**src/rtl/uart_pkg.sv**
```systemverilog
// Shared UART definitions: FSM state encoding, clock frequency and default frame shape.
// The PARITY state exists only when UART_TX_PARITY_EN is defined.
package uart_pkg;

  localparam int CLK_FREQ          = 50_000_000;
  localparam int DEFAULT_DATA_BITS = 8;
  localparam int DEFAULT_STOP_BITS = 1;
  localparam int CNT_W             = 4;

  typedef enum logic [2:0] {
    IDLE   = 3'd0,
    SYNC   = 3'd1,
    START  = 3'd2,
    DATA   = 3'd3,
`ifdef UART_TX_PARITY_EN
    PARITY = 3'd4,
`endif
    STOP   = 3'd5
  } uart_state_e;

endpackage

```
**src/rtl/uart_edge_det.sv**
```systemverilog
// Two-flop synchroniser followed by a rising-edge detector; rise is one clk cycle wide
// per rising edge of async_in. Shared between the transmitter and a future receiver.
module uart_edge_det (
  input  logic clk,
  input  logic rst,
  input  logic async_in,
  output logic rise
);

  logic sync1_q, sync1_d;
  logic sync2_q, sync2_d;
  logic prev_q, prev_d;

  always_comb begin
    sync1_d = async_in;
    sync2_d = sync1_q;
    prev_d  = sync2_q;
  end

  always_ff @(posedge clk or negedge rst) begin
    if (!rst) begin
      sync1_q <= 1'b0;
      sync2_q <= 1'b0;
      prev_q  <= 1'b0;
    end else begin
      sync1_q <= sync1_d;
      sync2_q <= sync2_d;
      prev_q  <= prev_d;
    end
  end

  assign rise = sync2_q & ~prev_q;

endmodule

```
**src/rtl/uart_tx.sv**
```systemverilog
// UART transmitter paced by an external baud square wave; one frame per accepted word.
// Define UART_TX_PARITY_EN to add a parity bit (sense chosen by PARITY_ODD).
module uart_tx
  import uart_pkg::*;
#(
  parameter int DATA_BITS  = DEFAULT_DATA_BITS,
  parameter int STOP_BITS  = DEFAULT_STOP_BITS,
  parameter int PARITY_ODD = 0
) (
  input  logic                 clk,
  input  logic                 rst,
  input  logic                 baud_clk,
  input  logic [DATA_BITS-1:0] tx_data,
  input  logic                 tx_valid,
  output logic                 tx_ready,
  output logic                 tx,
  output logic                 busy
);

  localparam logic [CNT_W-1:0] LAST_BIT  = CNT_W'(DATA_BITS - 1);
  localparam logic             LAST_STOP = 1'(STOP_BITS - 1);

  logic bit_tick;

  uart_edge_det u_baud_edge (
    .clk      (clk),
    .rst      (rst),
    .async_in (baud_clk),
    .rise     (bit_tick)
  );

  uart_state_e          state_q, state_d;
  logic [DATA_BITS-1:0] shift_q, shift_d;
  logic [CNT_W-1:0]     cnt_q, cnt_d;
  logic                 stop_q, stop_d;
  logic                 tx_q, tx_d;
  logic                 ready_q, ready_d;
  logic                 busy_q, busy_d;
  logic                 parity_q, parity_d;

`ifdef UART_TX_PARITY_EN
  localparam logic ODD_BIT = (PARITY_ODD != 0);
`else
  logic unused_parity_odd;
  assign unused_parity_odd = (PARITY_ODD != 0);
`endif

  // Handshake: a word is taken on any clk edge where tx_valid and tx_ready are both 1;
  // tx_ready is high only in IDLE, so inputs are ignored for the whole frame.
  always_comb begin
    state_d  = state_q;
    shift_d  = shift_q;
    cnt_d    = cnt_q;
    stop_d   = stop_q;
    parity_d = parity_q;
    unique case (state_q)
      IDLE: begin
        if (tx_valid && ready_q) begin
          state_d = SYNC;
          shift_d = tx_data;
          cnt_d   = '0;
          stop_d  = 1'b0;
`ifdef UART_TX_PARITY_EN
          parity_d = (^tx_data) ^ ODD_BIT;
`else
          parity_d = 1'b0;
`endif
        end
      end
      // SYNC aligns the frame to the next tick so the start bit is a full bit period.
      SYNC:  if (bit_tick) state_d = START;
      START: begin
        if (bit_tick) begin
          state_d = DATA;
          cnt_d   = '0;
        end
      end
      DATA: begin
        if (bit_tick) begin
          if (cnt_q == LAST_BIT) begin
`ifdef UART_TX_PARITY_EN
            state_d = PARITY;
`else
            state_d = STOP;
`endif
            stop_d = 1'b0;
          end else begin
            shift_d = shift_q >> 1;
            cnt_d   = cnt_q + 1'b1;
          end
        end
      end
`ifdef UART_TX_PARITY_EN
      PARITY: begin
        if (bit_tick) begin
          state_d = STOP;
          stop_d  = 1'b0;
        end
      end
`endif
      STOP: begin
        if (bit_tick) begin
          if (stop_q == LAST_STOP) state_d = IDLE;
          else stop_d = ~stop_q;
        end
      end
      default: state_d = IDLE;
    endcase

    ready_d = (state_d == IDLE);
    busy_d  = (state_d != IDLE);
    unique case (state_d)
      START:   tx_d = 1'b0;
      DATA:    tx_d = shift_d[0];
`ifdef UART_TX_PARITY_EN
      PARITY:  tx_d = parity_d;
`endif
      default: tx_d = 1'b1;
    endcase
  end

  always_ff @(posedge clk or negedge rst) begin
    if (!rst) begin
      state_q  <= IDLE;
      shift_q  <= '0;
      cnt_q    <= '0;
      stop_q   <= 1'b0;
      parity_q <= 1'b0;
      tx_q     <= 1'b1;
      ready_q  <= 1'b0;
      busy_q   <= 1'b0;
    end else begin
      state_q  <= state_d;
      shift_q  <= shift_d;
      cnt_q    <= cnt_d;
      stop_q   <= stop_d;
      parity_q <= parity_d;
      tx_q     <= tx_d;
      ready_q  <= ready_d;
      busy_q   <= busy_d;
    end
  end

  assign tx_ready = ready_q;
  assign tx       = tx_q;
  assign busy     = busy_q;

endmodule
```
**config.mk**
```make
export PLATFORM = sky130hd
export DESIGN_NAME = uart_tx
export DESIGN_NICKNAME = d
export VERILOG_FILES = /design/src/rtl/uart_pkg.sv /design/src/rtl/uart_edge_det.sv /design/src/rtl/uart_tx.sv
export SDC_FILE = /design/constraint.sdc
export NUM_CORES = 1
export LEC_CHECK = 0
export CORE_MARGIN = 1
export CORE_UTILIZATION = 50
export DETAILED_ROUTE_END_ITERATION = 12
export MAX_ROUTING_LAYER = met4
export PLACE_DENSITY = 0.82
export SLEW_MARGIN = 30
export SYNTH_ARGS = -nofsm -noshare
export SYNTH_HDL_FRONTEND = slang
export SYNTH_HIERARCHICAL = 1
export SYNTH_SLANG_ARGS = --single-unit
export TNS_END_PERCENT = 5
```
**constraint.sdc**
```tcl
create_clock -name clk -period 3.29 [get_ports clk]
set_clock_uncertainty 0.15 [all_clocks]
set_input_delay 0.329 -clock clk [delete_from_list [all_inputs] [get_ports clk]]
set_output_delay 0.329 -clock clk [all_outputs]
set_load 0.005 [all_outputs]
```
==> impl_results.md, run 1 <==
* Status: completed
* HP Start: u_baud_edge/sync1_q
* RR Startpoint: cnt_q[0]
* Global-route wire length before repair at between 2 and 3 mm
* Reg power frac at 0.537
* Mean Syn Cell Area at around 12 sq um
* Met2 Use GR at 0.293
* Comb pwr share at 0.293
* Syn_nets at 93
* Relative slew slack at 0.689
* Most Crowded Layer GR: met2
* Core area at ~1700 sq um
* Max-cap violations at 0
* Tot GR Track Use at 0.191
* Met1 usage at 0.267
* I/O Buffers at 14
* Highest clock rate at between 500 and 600 MHz
* Setup CP Type: reg2reg
* Via density at 5.29
* Period minus WS final at 1.82 ns
* Critical Path Fanout Max at 9
* Post-Place Cell Area at 1070 sq um
* Initial antenna violation count at 0
* Post-synthesis mux area share at 0.0121
* Req. time, crit path at between 3 and 4 ns
* XOR/XNOR share of the synthesized area at 0
* Largest net degree at the start of global routing at 22
* Die area at 2030 sq um
* Die W at 45.1 um
* Routed WL at between 1.5 and 2 mm
* Internal power at about 0.48 mW
* GP Congestion at just under 0.8
* CTS Buf Count at 3
* Mapped Area at a little over 900 sq um
* Worst setup EP type: register
* Worst-path clk slew at between 0.1 and 0.15 ns
* P&R area growth vs syn at 19.0%
* CTS tree: yes
* Fin. max-slew vios at 0
* Startpoint types: register
* Initial DRC Count at 14
* Unrepaired setup endpoints after global routing: false
* Final hold violation count at 0
* DP HPWL at ~1.1 mm
* Final setup fails at 0
* DRT Pass-1 Iters at 4
* Ys async rst share at 1.00
* Post-synthesis cell type count at 29
* LEAKAGE at 0.506 nW
* Mapped Cells at 80
* Row cnt at 15
* Clock buffer depth at 2
* Io pins at 15
* Pwr dens at around 630 nW/um^2
* Clk sinks at 21
* Worst-Margin Slew at between 0.4 and 0.5 ns
* Share of cells above drive strength 1 at 0.135
* Switch Pwr at about 0.22 mW
* Post-synthesis simple-gate area fraction at 0.196
* M3 GR Usage at 0.0240
* ANT cells at 0
* Vias in the first global route at between 600 and 700
* Crit path launch: cnt_q[0]
* Ys Warns at 6
* Fin crit share at 0.552
* Clk_lat worst skew at about 0.29 ns
* CTS Root Cell: clkbuf_4
* Top FF cell, synth: dfrtp_1
* Antenna viol nets, final at 0
* Synthesized flop and latch total at 21
* Worst hold path type: reg2reg
* Die span in y at 45.1 um
* Grt ovf at 0
* Fill count at about 140
* Largest family of logic cells by synthesized area: simple AND/OR/NAND/NOR gates
* Synth Area in Adders at 0.0135
* Critical Path AT at ~1.9 ns
* Routed vias at 640
* Routed len/inst at roughly 13 um
* Final Util at 0.639
* Max H-tree Level at 1
* Max VDD drop at approximately 0.00045 V
* DRC viols at 0
* Final net count at 110
* Switching Share at 0.313
* Sequential fraction of the synthesis area at 0.568
* Compound-cell area share of the yosys netlist at 0.181
* Setup TNS at 0 ns
* EDFF count, synth at 0
* Clock share of power at 0.171
* Finished Cell Area at 1100 sq um
* Starting density of the core at 0.537
==> metrics by stage <==
stage          worst slack [ns]  hold slack (ns)  std cells  power (mW)
2_1_floorplan              1.58           -0.117         80       0.522
3_3_place_gp               1.31            0.182        116       0.570
3_5_place_dp               1.28            0.192        116       0.580
4_1_cts                    1.48            0.220        120       0.699
5_1_grt                    1.32            0.233        121       0.744
6_report                   1.47            0.215        121       0.694
==> state kept, by name (all words and copies together) (netlist names) <==
name and cells:
shift_q 8, cnt_q 4, state_q 3, busy 1, tx 1, tx_ready 1, u_baud_edge/prev_d 1, u_baud_edge/prev_q 1
u_baud_edge/sync1_q 1
==> worst paths after layout <==
kind | to | slack, ns | cells after the start
max | tx | 1.47 | 5
min | u_baud_edge/prev_d | 0.22 | 0
max reg2reg | tx | 1.47 | 5
min reg2reg | u_baud_edge/prev_d | 0.22 | 0
max in group asynchronous | tx | 2.29 | 2
min in group asynchronous | u_baud_edge/prev_d | 0.36 | 2
==> cell usage after synthesis (2+ instances only) <==
master | instances | area [sq um]
o21ai_0 | 3 | 15.0
dfrtp_1 | 20 | 500
buf_6 | 2 | 22.5
nor2b_1 | 2 | 12.5
a22oi_1 | 6 | 45.0
nor2_1 | 4 | 15.0
a21oi_1 | 6 | 30.0
nand3b_1 | 2 | 15.0
nand2_1 | 13 | 48.8
a22o_1 | 3 | 26.3
==> final cells by class <==
class	instances	area, sq um	share of cell area
Clock buffer	3	22.5	0.0204
Clock inverter	1	5.00	0.00454
Tap cell	25	31.3	0.0283
Timing Repair Buffer	15	145	0.132
Sequential cell	21	527	0.477
Multi-Input combinational cell	56	373	0.338
==> power by group through the flow <==
stage                     Combinational, mW  Clock, mW  Sequential (mW)
after global routing                  0.231      0.132            0.381
after global placement                0.195          0            0.374
final                                 0.203      0.118            0.373
after floorplan                       0.165          0            0.357
after detailed placement              0.204          0            0.376
after CTS                             0.204      0.123            0.371
==> cell usage in the layout, fill, tap and decap left out, types with 2 or more instances in the layout <==
| cell | count |
|---|---|
| a22oi_1 | 6 |
| nand2_1 | 13 |
| clkdlybuf4s50_1 | 13 |
| clkbuf_4 | 3 |
| o21ai_0 | 3 |
| nand3b_1 | 2 |
| dfrtp_1 | 20 |
| nor2_1 | 4 |
| a22o_1 | 3 |
| a21oi_1 | 6 |
| nor2b_1 | 2 |
==> kinds of logic after synthesis <==
family | Yosys count
compound gates | 23
fa+ha+maj | 1
buf+inv | 3
flops | 21
mux | 1
simple gates | 31
==> critical path, cell delays in order (launching register included) <==
cell	delay, ns
dfrtp_1	0.40
ha_1	0.20
nand3b_1	0.22
and2_4	0.25
a221o_1	0.37
a21bo_1	0.18
==> metal layers <==
| metal | vias to the layer above | share of wire |
|---|---|---|
| met1 | 306 | 0.49 |
| met3 | 2 | 0.024 |
| li1 | 323 | - |
| met2 | 9 | 0.48 |
| met5 | - | 0 |
| met4 | 0 | 0.0083 |
==> timing repair <==
item | CTS | global route
hold buffers | 0 | 1
endpoints found under the hold margin | 0 | 20
setup endpoints to repair | 0 | 0
setup buffers | 0 | 0
gates resized for setup | 0 | 0
Note: power is estimated with default switching activity, not from simulation.
==> run 2, diff against run 1 <==
--- a/config.mk
+++ b/config.mk
@@ -6,10 +6,10 @@
 export NUM_CORES = 1
 export LEC_CHECK = 0
 export CORE_MARGIN = 1
-export CORE_UTILIZATION = 50
+export CORE_UTILIZATION = 46
 export DETAILED_ROUTE_END_ITERATION = 12
 export MAX_ROUTING_LAYER = met4
-export PLACE_DENSITY = 0.82
+export PLACE_DENSITY = 0.8
 export SLEW_MARGIN = 30
 export SYNTH_ARGS = -nofsm -noshare
 export SYNTH_HDL_FRONTEND = slang
==> constraint.sdc (replaced) <==
create_clock -name clk -period 1.6 [get_ports clk]
set_clock_uncertainty 0.15 [all_clocks]
set_input_delay 0.16 -clock clk [delete_from_list [all_inputs] [get_ports clk]]
set_output_delay 0.16 -clock clk [all_outputs]
set_load 0.005 [all_outputs]
==> run 2 against run 1 <==
Compared with the run above:
- the flow now finishes with violations (negative setup slack)
- via count rose by 16%
- core utilization increased by 6.7 points
- flip-flop and latch count stayed put
- register-to-register slack got worse by 1.5 ns
- power increased by 140%
- hold slack lost 0.16 ns
- sequential share of layout area down 6.3 points
- final area grew 15%
- clock-buffer cell count is 1 higher
- die area rose by 8.3%
- largest cell class unchanged
- highest routed layer unchanged
==> impl_results.md, run 2 (same netlist as run 1, synthesis figures left out) <==
* Period minus WS final at about 1.7 ns
* Crit path launch: cnt_q[0]
* Vias in the first global route at between 700 and 800
* ANT cells at 0
* Placed cell count at 130
* Fin. max-slew vios at 0
* Setup CP Type: reg2reg
* Die area at roughly 2200 sq um
* Top cell family by delay on the critical path: compound AO/OA/AOI/OAI gates
* Crit-path slowest cell: dfrtp_1
* CTS tree: yes
* Initial antenna violation count at 0
* Critical Path AT at roughly 1.8 ns
* I/O Buffers at 14
* Initial DRC Count at 15
* Setup TNS at -0.208 ns
* Routed WL at roughly 2 mm
* Clk_lat worst skew at ~0.29 ns
* Cts hold-fix bufs at 0
* Max-cap violations at 0
* Antenna viol nets, final at 0
* Largest stage delay on the critical path at about 0.37 ns
* Clk sinks at 21
* Row cnt at 15
* Clock buffer depth at 2
* Io pins at 15
* Failing checks: negative setup slack
* CTS Root Cell: clkbuf_4
* Via density at about 5.3
* Internal power at roughly 1.1 mW
* Global-route wire length before repair at between 3 and 4 mm
* Switch Pwr at about 0.51 mW
* Relative slew slack at 0.829
* Die span in y at ~47 um
* Post-Place Cell Area at between 1000 and 1500 sq um
* Comb pwr share at 0.406
* P&R area growth vs syn at 37.2%
* Worst-path clk slew at between 0.1 and 0.15 ns
* Clock share of power at 0.149
* Largest reg by FF count: shift_q
* Tot GR Track Use at 0.217
* Largest net degree at the start of global routing at 22
* Core area at ~1800 sq um
* Finished Cell Area at about 1300 sq um
* Crit path buf inv count at 0
* Worst hold path type: in2async
* Finished Layout Cells at 140
* R2R cell count at 5
* DRC viols at 0
* Routed len/inst at between 10 and 15 um
* DRT Pass-1 Iters at 4
* Dpl ws at -0.207 ns
* Final net count at about 130
* Critical Path Fanout Max at 5
* Fill count at 141
* LEAKAGE at around 0.6 nW
* Total Power at ~1.6 mW
* Top Registers: shift_q: 8 flops, cnt_q: 4 flops, state_q: 3 flops
* Max VDD drop at 0.000903 V
* Switching Share at 0.310
* Status: finished, violations left
* Final hold violation count at 0
* RR Startpoint: cnt_q[0]
* Max reg flops at 8
* Grt ovf at 0
* Worst-Margin Slew at approximately 0.26 ns
* CTS Buf Count at 3
* Routed vias at between 700 and 800
* Pwr dens at around 1300 nW/um^2
* Critical path, cell by cell: ha_2, nand3b_1, and2_4, a221o_1, a21bo_1
* Fin crit share at 1.05
* Share of cells above drive strength 1 at 0.322
* Die W at ~47 um
* Req. time, crit path at 1.69 ns
* Final setup fails at 5
* Reg power frac at 0.445
* GP Congestion at 0.804
* DP HPWL at about 1.4 mm
* Worst setup EP type: register
* Highest clock rate at between 500 and 600 MHz
* Max H-tree Level at 1
* Unrepaired setup endpoints after global routing: true
* Commonest non-fill, non-tap cells in the layout: 20 x dfrtp_1, 20 x buf_4, 13 x nand2_1, 13 x clkdlybuf4s50_1, 5 x a21oi_1
* Levels on crit path at 5
* Starting density of the core at 0.515
* Startpoint types: register
* Worst setup margin at -0.0752 ns
==> run 2: final cells by class <==
cell class,instances,area (sq um),share of cell area
Multi-Input combinational cell,56,399,0.314
Timing Repair Buffer,34,289,0.227
Tap cell,25,31.3,0.0246
Sequential cell,21,527,0.414
Clock buffer,4,26.3,0.0206
==> run 2: layer usage <==
metal  vias to the layer above  track usage  share of wire
li1                        360            -              -
met1                       354        0.236           0.40
met2                        21        0.364           0.53
met3                         8       0.0308          0.029
met4                         0        0.149          0.036
met5                         -            -              0
==> run 2: repair_timing <==
action                                  CTS  global route
endpoints found under the setup margin   13            14
setup buffers                             6             0
gates resized for setup                   2             5
pin swaps                                 4             1
==> run 2: worst paths after layout <==
path	end	slack (ns)
worst max-delay path	tx	-0.08
worst min-delay path	tx_ready	0.06
worst max register to register	tx	-0.08
worst min register to register	u_baud_edge/prev_d	0.24
max in group asynchronous	tx	0.98
min in group clk	u_baud_edge/sync1_q	0.15
==> run 2: power groups by stage <==
stage	sequential [mW]	clock [mW]	combinational, mW
after floorplan	0.735	0	0.340
after global placement	0.734	0	0.568
after detailed placement	0.744	0	0.587
after CTS	0.730	0.252	0.642
after global routing	0.749	0.271	0.734
final	0.734	0.246	0.669
==> run 2: stage by stage <==
step / utilization / hold WS (ns)
6_report: 0.706 / 0.0575
5_1_grt: 0.706 / 0.0675
4_1_cts: 0.693 / 0.0632
3_5_place_dp: 0.654 / 0.204
3_3_place_gp: 0.654 / 0.184
2_1_floorplan: - / -0.286
